File: src/rtl/camo_gate_bank.sv
`default_nettype none
// ============================================================================
// Module      : camo_gate_bank
// Description : Bank of NUM_GATES camouflaged 2-input cells. A 2-bit key per
//               cell {s_1,s_0} selects its function (00 AND, 01 XOR, 10 NOR,
//               11 illegal, or NAND when CAMO_NAND_CELL_EN is defined). Keys
//               arrive serially into a shadow register, are legality-checked
//               for one cycle, then committed to the active key. Operands are
//               evaluated with registered, valid-qualified outputs.
// Optional    : `define CAMO_NAND_CELL_EN makes code 11 legal and select NAND.
// Ports       : clk, rst (sync, active-high)
//               load_start, key_bit, key_valid -> key_ready   (key load)
//               in_a, in_b, in_valid -> y, out_valid           (evaluation)
//               locked (legal key committed), key_err (last load illegal)
// Revision    : 1.0 - initial release
// ============================================================================
module camo_gate_bank #(
  parameter int NUM_GATES = 4
) (
  input  logic                 clk,
  input  logic                 rst,
  input  logic                 load_start,
  input  logic                 key_bit,
  input  logic                 key_valid,
  output logic                 key_ready,
  input  logic [NUM_GATES-1:0] in_a,
  input  logic [NUM_GATES-1:0] in_b,
  input  logic                 in_valid,
  output logic [NUM_GATES-1:0] y,
  output logic                 out_valid,
  output logic                 locked,
  output logic                 key_err
);

  localparam int KEY_W = 2 * NUM_GATES;
  localparam int CNT_W = $clog2(KEY_W) + 1;

  localparam logic [2:0] S_IDLE   = 3'd0;
  localparam logic [2:0] S_LOAD   = 3'd1;
  localparam logic [2:0] S_CHECK  = 3'd2;
  localparam logic [2:0] S_ACTIVE = 3'd3;
  localparam logic [2:0] S_ERROR  = 3'd4;

  localparam logic [CNT_W-1:0] C_CNT_LAST = CNT_W'(KEY_W - 1);
  localparam logic [CNT_W-1:0] C_CNT_ONE  = CNT_W'(1);

  logic [2:0]           state_q,     state_d;
  logic [KEY_W-1:0]     shadow_q,    shadow_d;
  logic [KEY_W-1:0]     key_q,       key_d;
  logic [CNT_W-1:0]     cnt_q,       cnt_d;
  logic [NUM_GATES-1:0] y_q,         y_d;
  logic                 out_valid_q, out_valid_d;
  logic                 key_err_q,   key_err_d;

  logic [NUM_GATES-1:0] w_cell_y;
  logic [NUM_GATES-1:0] w_code_ok;

  // Code 11 evaluates as XOR in the default build, matching the MUX2
  // structure of the camouflaged netlist cell; CHECK keeps it from ever
  // being committed.
  function automatic logic cell_eval(input logic [1:0] code,
                                     input logic a, input logic b);
    case (code)
      2'b00:   cell_eval = a & b;
      2'b01:   cell_eval = a ^ b;
      2'b10:   cell_eval = ~(a | b);
`ifdef CAMO_NAND_CELL_EN
      default: cell_eval = ~(a & b);
`else
      default: cell_eval = a ^ b;
`endif
    endcase
  endfunction

  generate
    for (genvar gi = 0; gi < NUM_GATES; gi++) begin : g_cell
      assign w_cell_y[gi] = cell_eval(key_q[2*gi+1:2*gi], in_a[gi], in_b[gi]);
`ifdef CAMO_NAND_CELL_EN
      assign w_code_ok[gi] = 1'b1;
`else
      assign w_code_ok[gi] = ~(&shadow_q[2*gi+1:2*gi]);
`endif
    end
  endgenerate

  always_comb begin
    state_d     = state_q;
    shadow_d    = shadow_q;
    key_d       = key_q;
    cnt_d       = cnt_q;
    y_d         = y_q;
    out_valid_d = 1'b0;
    key_err_d   = key_err_q;

    case (state_q)
      S_IDLE: begin
        if (load_start) begin
          state_d = S_LOAD;
          cnt_d   = '0;
        end
      end

      S_LOAD: begin
        // A restart takes priority over a bit offered in the same cycle.
        if (load_start) begin
          cnt_d = '0;
        end else if (key_valid) begin
          shadow_d = {key_bit, shadow_q[KEY_W-1:1]};
          cnt_d    = cnt_q + C_CNT_ONE;
          if (cnt_q == C_CNT_LAST) begin
            state_d = S_CHECK;
          end
        end
      end

      S_CHECK: begin
        if (&w_code_ok) begin
          key_d     = shadow_q;
          key_err_d = 1'b0;
          state_d   = S_ACTIVE;
        end else begin
          key_err_d = 1'b1;
          state_d   = S_ERROR;
        end
      end

      S_ACTIVE: begin
        // A reload takes priority over an evaluation in the same cycle.
        if (load_start) begin
          state_d = S_LOAD;
          cnt_d   = '0;
        end else if (in_valid) begin
          y_d         = w_cell_y;
          out_valid_d = 1'b1;
        end
      end

      S_ERROR: begin
        if (load_start) begin
          state_d = S_LOAD;
          cnt_d   = '0;
        end
      end

      default: begin
        state_d = S_IDLE;
      end
    endcase
  end

  always_ff @(posedge clk) begin
    if (rst) begin
      state_q     <= S_IDLE;
      shadow_q    <= '0;
      key_q       <= '0;
      cnt_q       <= '0;
      y_q         <= '0;
      out_valid_q <= 1'b0;
      key_err_q   <= 1'b0;
    end else begin
      state_q     <= state_d;
      shadow_q    <= shadow_d;
      key_q       <= key_d;
      cnt_q       <= cnt_d;
      y_q         <= y_d;
      out_valid_q <= out_valid_d;
      key_err_q   <= key_err_d;
    end
  end

  assign key_ready = (state_q == S_LOAD);
  assign locked    = (state_q == S_ACTIVE);
  assign y         = y_q;
  assign out_valid = out_valid_q;
  assign key_err   = key_err_q;

endmodule
`default_nettype wire

File: config.mk
export PLATFORM = sky130hd
export DESIGN_NAME = camo_gate_bank
export DESIGN_NICKNAME = d
export VERILOG_FILES = /design/src/rtl/camo_gate_bank.sv
export SDC_FILE = /design/constraint.sdc
export NUM_CORES = 1
export LEC_CHECK = 0
export BUFFER_PORTS_ARGS = -buffer_cell sky130_fd_sc_hd__buf_4
export CORE_MARGIN = 2
export CORE_UTILIZATION = 34
export CTS_CLUSTER_SIZE = 12
export DETAILED_ROUTE_END_ITERATION = 12
export PLACE_DENSITY = 0.54
export RECOVER_POWER = 25
export SYNTH_ARGS = -nofsm -noshare
export SYNTH_HDL_FRONTEND = slang
export SYNTH_SLANG_ARGS = --single-unit
File: constraint.sdc
create_clock -name clk -period 3 [get_ports clk]
set_input_delay 0.15 -clock clk [delete_from_list [all_inputs] [get_ports clk]]
set_output_delay 0.15 -clock clk [all_outputs]
set_load 0.05 [all_outputs]
Word level (Yosys, flattened, before mapping)

Index checks and enable logic that the tools add are counted.

Register bits: 29
Bits in latches: 0
Bits in writable memories: 0
ROM bits: 0
Bits of input ports: 14
Output and inout bits: 8
Logic and storage cells: 78
Memories kept: 0

Add/sub/neg operators: 1
Multiply operators: 0
Div/mod/pow operators: 0
Magnitude comparators: 0
Equality and inequality tests: 14
Shift operators: 0
Mux-type cells: 16
Bitwise gates (word level): 22
Reductions and logical operators: 18

Operators by type and width:

| cell                                                | count |
|---|---|
| two-way mux 3 bit                                   | 5 |
| two-way mux 4 bit                                   | 3 |
| inverter 1 bit                                      | 10 |
| case mux 3 bit (3 select lines)                     | 1 |
| AND reduction 3 bit                                 | 3 |
| equality test 2 bit, second input constant          | 4 |
| zero test 2 bit                                     | 4 |
| case mux 1 bit (2 select lines)                     | 4 |
| case mux 4 bit (2 select lines)                     | 1 |
| AND reduction 2 bit                                 | 4 |
| AND reduction 4 bit                                 | 2 |
| equality test 3 x 2 -> 1 bit, second input constant | 2 |
| OR reduction 3 bit                                  | 2 |
| AND reduction 5 bit                                 | 1 |
| adder 4 x 1 -> 4 bit, second input constant         | 1 |
| AND 1 bit                                           | 4 |
| equality test 4 x 3 -> 1 bit, second input constant | 1 |
| != test 2 x 1 -> 1 bit, second input constant       | 2 |
| != test 2 bit, second input constant                | 2 |
| bitwise OR 1 bit                                    | 4 |
| XOR 1 bit                                           | 4 |
| equality test 3 x 1 -> 1 bit, second input constant | 1 |
| equality test 3 bit, second input constant          | 1 |
| zero test 3 bit                                     | 1 |
| 3 further kinds                                     | 4 |

Logic depth before layout (Yosys ltp)

Gate-level depths: netlist (run 1).

Word-level depth: 5
Mapped depth: 6
Depth with buffers taken out: 6

Worst setup path after synthesis (run 1)

OpenSTA, ideal clock, no wires.

Path type: reg-to-output
Start: register state_q[0]
End: output port key_ready
Arrival time: 1299 ps
Data required time: 2850 ps
Setup slack: 1551 ps
Cell stages (with the launch flop): 4
Buffers on the path: 1
Path through: dfxtp_1 -> buf_6 -> or2b_1 -> nor2_1

Cells in the longest elaborated chain, start to end: 1

RTL lines:

| what                         | RTL line | text |
|---|---|---|
| from (decl)                  | 47       | `logic [2:0] state_q, state_d;` |
| from (signal assigned)       | 161      | `state_q <= state_d;` |
| equality test 3 x 1 -> 1 bit | 171      | `assign key_ready = (state_q == S_LOAD);` |
| to (decl)                    | 25       | `output logic key_ready,` |

No other way between the ends.

Worst setup path after layout (run 1)

Start: register state_q[0]
End: register cnt_q[3]

Cells in the longest elaborated chain, start to end: 4

RTL lines:

| what                                                                          | RTL line | text |
|---|---|---|
| equality test 3 x 2 -> 1 bit (tied with other cells)                          | 95       | `case (state_q)` |
| OR reduction 3 bit (no source line)                                           | --       |  |
| != test 2 x 1 -> 1 bit (no source line) or nonzero test 2 bit (tied branches) | --       |  |
| AND reduction 3 bit (no source line)                                          | --       |  |
| to (signal assigned)                                                          | 164      | `cnt_q <= cnt_d;` |
| to (decl)                                                                     | 50       | `logic [CNT_W-1:0] cnt_q, cnt_d;` |

Parallel ways exist; a longest one is shown, timed or not.
A chain may end at the register's enable or synchronous reset.

==> impl_metrics.json, run 1 <==
{
  "rows": 23,
  "h-tree-depth": 2,
  "start_util": 0.3543,
  "hold_slack_ns": 0.1104,
  "synthesis.nets": 176,
  "ys.flop_type": "dfxtp_1",
  "postCtsHoldBufs": 0,
  "io_pins": 22,
  "clock_latency_ns": 0.27,
  "synth_cells": 153,
  "period_minus_slack_ns": 1.806,
  "drt_iter0_drc": 74,
  "clockBufferDepth": 2,
  "grt_usage": 0.1286,
  "fmax_mhz": 553.8,
  "worstPathCellList": "nor3b_4 > nand2_1 > or4_1 > nand3_1",
  "die_w_um": 68.80,
  "avgSynthCellArea_um2": 9.331,
  "gp_congestion": 0.7697,
  "netlist.area_leader.share": 0.4067,
  "hold_class": "in -> reg",
  "drc": 0,
  "via_count": 1066,
  "power_density_nw_per_um2": 481.1,
  "wl_um": 2578,
  "post_cts_resized": 0,
  "cts_setup_buffers": 0,
  "cts.sink_count": 29,
  "peakVddDrop_uv": 294.1,
  "r2r_cells": 4,
  "clk_pin_slew_ns": 0.06,
  "p_leak_nw": 0.7827,
  "critical-path-top-delay-family": "simple AND/OR/NAND/NOR gates",
  "critPathKind": "reg -> reg",
  "path_buf_inv": 0,
  "final.setup.tns_ns": 0,
  "io_buffer_count": 21,
  "n_antenna_cell": 0,
  "crit_cells": 4,
  "arrival_ns": 2.02,
  "post-route-period-util": 0.6019,
  "final_core_util": 0.4155,
  "ys_ff_latch": 29,
  "firstDrtPassIters": 4,
  "drive_gt1_frac": 0.1494,
  "antenna_left": 0,
  "coreArea_um2": 4029,
  "wl_per_cell_um": 11.51,
  "cts_tree": "yes",
  "hpwl_um": 1932,
  "finalMaxSlewViolations": 0,
  "area_growth_pct": 17.27,
  "drv_cap": 0,
  "antenna_found_initial": 0,
  "grt_pass1_wl_um": 4436,
  "grt_max_degree": 34,
  "syn-cell-area_um2": 1428,
  "synth_top_cell_by_area": "dfxtp_1",
  "die_h_um": 68.80,
  "overflow": 0,
  "cts_buffers": 5,
  "whs_path_depth": 3,
  "cp-end-kind": "flop",
  "clock-root-buffer": "clkbuf_8",
  "hold_viol_final": 0,
  "synth_area_leaders": "dfxtp_1 (41%), mux2i_1 (18%), ha_1 (7.9%)",
  "via_per_inst": 4.759,
  "synth_seq_area_share": 0.4067,
  "relSlewSlack": 0.5876,
  "setup_viol": 0,
  "synth-edff-count": 0,
  "startpoint_type": "flop",
  "max_stage_delay_ns": 0.58,
  "rsz0062_at_grt": "no",
  "synth_warnings": 0,
  "async_flop_share": 0,
  "fin_nets": 196,
  "fin_skew_ns": 0.003842,
  "cp.required_ns": 3.21,
  "dieArea_um2": 4733,
  "status": "complete, no violations",
  "worst_path_max_delay_cell": "or4_1",
  "synth_cell_types": 31,
  "worstMarginPinSlew_ns": 0.6169,
  "cp_max_fo": 11,
  "grt_pass1_vias": 1031
}
cells in the final DEF, fill, tap and decap left out, drive strengths merged, types with 6 or more instances in the layout:
cell / count
nor2: 25
nand2: 6
dfxtp: 29
clkbuf: 13
nand3: 8
mux2i: 25
inv: 8
o21ai: 8
buf: 15
ha: 9
where the power goes:
group | leakage, nW | switching (mW) | internal [mW]
Combinational | 0.495 | 0.0368 | 0.0313
Sequential | 0.234 | 0.00500 | 0.388
Clock | 0.0542 | 0.137 | 0.207
Total | 0.783 | 0.179 | 0.626
per-layer routing:
| metal | up-vias | routed length [um] | GRT usage |
|---|---|---|---|
| li1 | 565 | - | - |
| met1 | 478 | 1150 | 0.1456 |
| met2 | 19 | 1278 | 0.2175 |
| met3 | 4 | 118 | 0.03896 |
| met4 | 0 | 31 | 0.06618 |
| met5 | - | 0 | 0 |
path summary, 6_finish.rpt:
path | start | endpoint | slack, ns
hold reg to reg | y[0] | y[0] | 0.49
setup / recovery | state_q[0] | cnt_q[3] | 1.19
hold / removal | key_bit | shadow_q[7] | 0.11
setup reg to reg | state_q[0] | cnt_q[3] | 1.19
metrics by stage:
step                cell area (um^2)  std cells  total power, mW  worst slack, ns
finish                          1674        224           0.8054            1.194
global route                    1674        224           0.8424           0.9994
CTS                             1700        224           0.8205            1.219
detailed placement              1599        216           0.4712            1.216
global placement                1599        216           0.4688            1.317
floorplan                       1428        153           0.4486            1.551
Yosys cell counts (2+ instances only):
cell and instances:
o21ai_0 8, a21oi_1 3, inv_1 8, buf_6 2, nor3_1 2, nor2_1 25
mux2i_1 25, nand2b_1 3, nand2_1 5, ha_1 9, dfxtp_1 29, clkbuf_1 3
buf_2 3, nor2b_1 3, nand3_1 8, a22oi_1 2
sequential cells by signal, indices dropped and copies added, names as in the netlist:
signal / cells
shadow_q: 8
y: 4
out_valid: 1
state_q: 3
key_q: 8
key_err: 1
cnt_q: 4
tightest hold or removal path, stage by stage:
cell and delay, ns:
buf_4 0.07, mux2i_1 0.05, nor2_1 0.07
logic make-up (layout without fill, tap and decap cells):
logic type | after synthesis | in the layout | share of synthesized area
buffers and inverters | 16 | 37 | 0.05521
AO/OA/AOI/OAI | 17 | 17 | 0.07712
multiplexers | 25 | 25 | 0.1753
flip-flops | 29 | 29 | 0.4067
adder cells (fa/ha/maj) | 9 | 9 | 0.07888
AND/OR/NAND/NOR | 57 | 57 | 0.2069
cell type report:
class / count / area (um^2)
Clock buffer: 7 / 96.34
Clock inverter: 1 / 5.005
Fill cell: 417 / 2355
Inverter: 8 / 30.03
Multi-Input combinational cell: 108 / 764.5
Sequential cell: 29 / 580.6
Tap cell: 50 / 62.56
Timing Repair Buffer: 21 / 135.1
Power figures use the tool's default switching activity.
==> inputs of run 2 (changes only) <==
Clock period 3 ns to 1.85 ns, I/O delays scaled along.
==> run 2 against run 1 <==
Utilization is 0.093 points higher. Clock power is 49% higher. Critical path depth is 1 higher. Maximum frequency is 16% higher. Total power is 57% higher. Clock-buffer cell count is 2 lower. Clock skew is 0.0061 ns higher. Critical path type unchanged. Largest cell class unchanged. Highest routed layer unchanged.
==> impl_metrics.json, run 2 (synthesized netlist as in run 1, its figures left out) <==
{
  "clk_pin_slew_ns": 0.07,
  "hpwl_um": 1963,
  "grt_pass1_vias": 1049,
  "grt_pass1_wl_um": 4657,
  "fin_nets": 198,
  "seq_power_share": 0.504,
  "antenna_found_initial": 0,
  "r2r_cells": 5,
  "fmax_mhz": 643.3,
  "fill_cells": 418,
  "n_antenna_cell": 0,
  "holdPathEnd": "shadow_q[7]",
  "clock-root-buffer": "clkbuf_8",
  "reg2reg_to": "key_q[7]",
  "path_buf_inv": 1,
  "layout.area.seq_um2": 580.6,
  "via_count": 1082,
  "swShare": 0.2556,
  "fin_skew_ns": 0.009898,
  "cts_setup_buffers": 0,
  "critPathKind": "reg -> reg",
  "clockBufferDepth": 2,
  "combPwrFrac": 0.089,
  "drv_cap": 0,
  "antenna_left": 0,
  "hold_viol_final": 0,
  "final_cell_mix": "dfxtp_1 (29), nor2_1 (25), mux2i_1 (25)",
  "area_growth_pct": 17.53,
  "worstHoldStart": "key_bit",
  "status": "complete, no violations",
  "hold_class": "in -> reg",
  "period_minus_slack_ns": 1.554,
  "start_util": 0.3543,
  "power_density_nw_per_um2": 752.7,
  "dieArea_um2": 4733,
  "drt_iter0_drc": 88,
  "cp_max_fo": 11,
  "p_leak_nw": 0.7808,
  "die_h_um": 68.80,
  "cts_tree": "yes",
  "cts.sink_count": 29,
  "cp-end-kind": "flop",
  "critical-path-top-delay-family": "simple AND/OR/NAND/NOR gates",
  "finalMaxSlewViolations": 0,
  "coreArea_um2": 4029,
  "overflow": 0,
  "switching_power_mw": 0.3228,
  "final.setup.tns_ns": 0,
  "startpoint_type": "flop",
  "rows": 23,
  "max_stage_delay_ns": 0.50,
  "postCtsHoldBufs": 0,
  "r2r_slack_ns": 0.30,
  "firstDrtPassIters": 4,
  "io_pins": 22,
  "timing.rr.start": "state_q[1]",
  "h-tree-depth": 2,
  "post_cts_resized": 0,
  "reg_top3": "key_q x8, shadow_q x8",
  "clock_latency_ns": 0.28,
  "final_common_cell": "dfxtp_1",
  "cp.required_ns": 2.00,
  "worstMarginPinSlew_ns": 0.5977,
  "whs_path_depth": 3,
  "wl_um": 2723,
  "grt_usage": 0.1375,
  "multi_input_area_um2": 768.2,
  "rsz0062_at_grt": "no",
  "drive_gt1_frac": 0.1705,
  "grt_max_degree": 34,
  "die_w_um": 68.80,
  "totalPowerFinal_mw": 1.263,
  "peakVddDrop_uv": 318.6,
  "post-route-period-util": 0.8402,
  "arrival_ns": 1.71,
  "gp_congestion": 0.7397,
  "cts_buffers": 5,
  "p_int_mw": 0.9400,
  "via_per_inst": 4.788,
  "worstPathCellList": "nor3b_1 > nand3_1 > buf_4 > mux2i_1 > nor2_1",
  "io_buffer_count": 21,
  "relSlewSlack": 0.6032,
  "wl_per_cell_um": 12.05,
  "setup_viol": 0,
  "p_clk_frac": 0.406,
  "worst_path_max_delay_cell": "dfxtp_1",
  "drc": 0
}
## run 2: cell count changes in the layout (fill, tap and decap cells not counted)
cell        previous run  this run
and3_1                 1         0
clkbuf_8               7         5
nand2_2                0         1
clkinvlp_4             0         1
clkinv_2               1         2
buf_4                 15        17
and3_2                 0         1
nand2_1                6         5
## run 2: power by group through the flow
stage | logic [mW] | registers [mW] | clock network (mW)
floorplan | 0.0820 | 0.646 | 0
global placement | 0.111 | 0.651 | 0
detailed placement | 0.114 | 0.651 | 0
CTS | 0.115 | 0.636 | 0.533
global route | 0.126 | 0.637 | 0.566
finish | 0.113 | 0.637 | 0.513
## run 2: final cells by class
class | count | share of cell area
inverters | 8 | 0.01790
clock buffers | 5 | 0.04101
multi-input cells | 108 | 0.4579
repair buffers | 23 | 0.08949
clock inverters | 3 | 0.01044
well taps | 50 | 0.03729
flip-flops and latches | 29 | 0.3460
## run 2: worst max path at each step
stage / depth (start not counted) / start / end
6_report: 5 / state_q[1] / key_q[7]
5_1_grt: 5 / state_q[1] / key_q[5]
4_1_cts: 5 / state_q[1] / key_q[7]
3_5_place_dp: 5 / state_q[1] / key_q[5]
3_3_place_gp: 4 / state_q[0] / y[0]
2_1_floorplan: 6 / state_q[0] / cnt_q[3]
## run 2: through the flow
step / instance area [um^2] / util / hold slack [ns] / setup slack, ns / instances
after floorplan: 1428 / - / 0.2364 / 0.4324 / 153
after global placement: 1614 / 0.4006 / 0.3251 / 0.3906 / 218
after detailed placement: 1614 / 0.4006 / 0.3311 / 0.3023 / 218
after CTS: 1700 / 0.4221 / 0.05481 / 0.2864 / 226
after global routing: 1678 / 0.4165 / 0.07451 / 0.1472 / 226
final: 1678 / 0.4165 / 0.05824 / 0.2956 / 226
## run 2: worst reg2reg max path, delay by kind of cell (launching register included)
kind / cells / cell delay [ns]
buffers and inverters: 1 / 0.22
DFF: 1 / 0.50
muxes: 1 / 0.17
and+or+nand+nor: 3 / 0.54
## run 2: per-layer routing
layer,vias to the layer above,routed length [um],global-route usage,share of wire
met4,0,31,0.05147,0.011
met1,492,1247,0.1607,0.46
met5,-,0,0,0
li1,567,-,-,-
met3,4,130,0.05357,0.048
met2,19,1313,0.2272,0.48
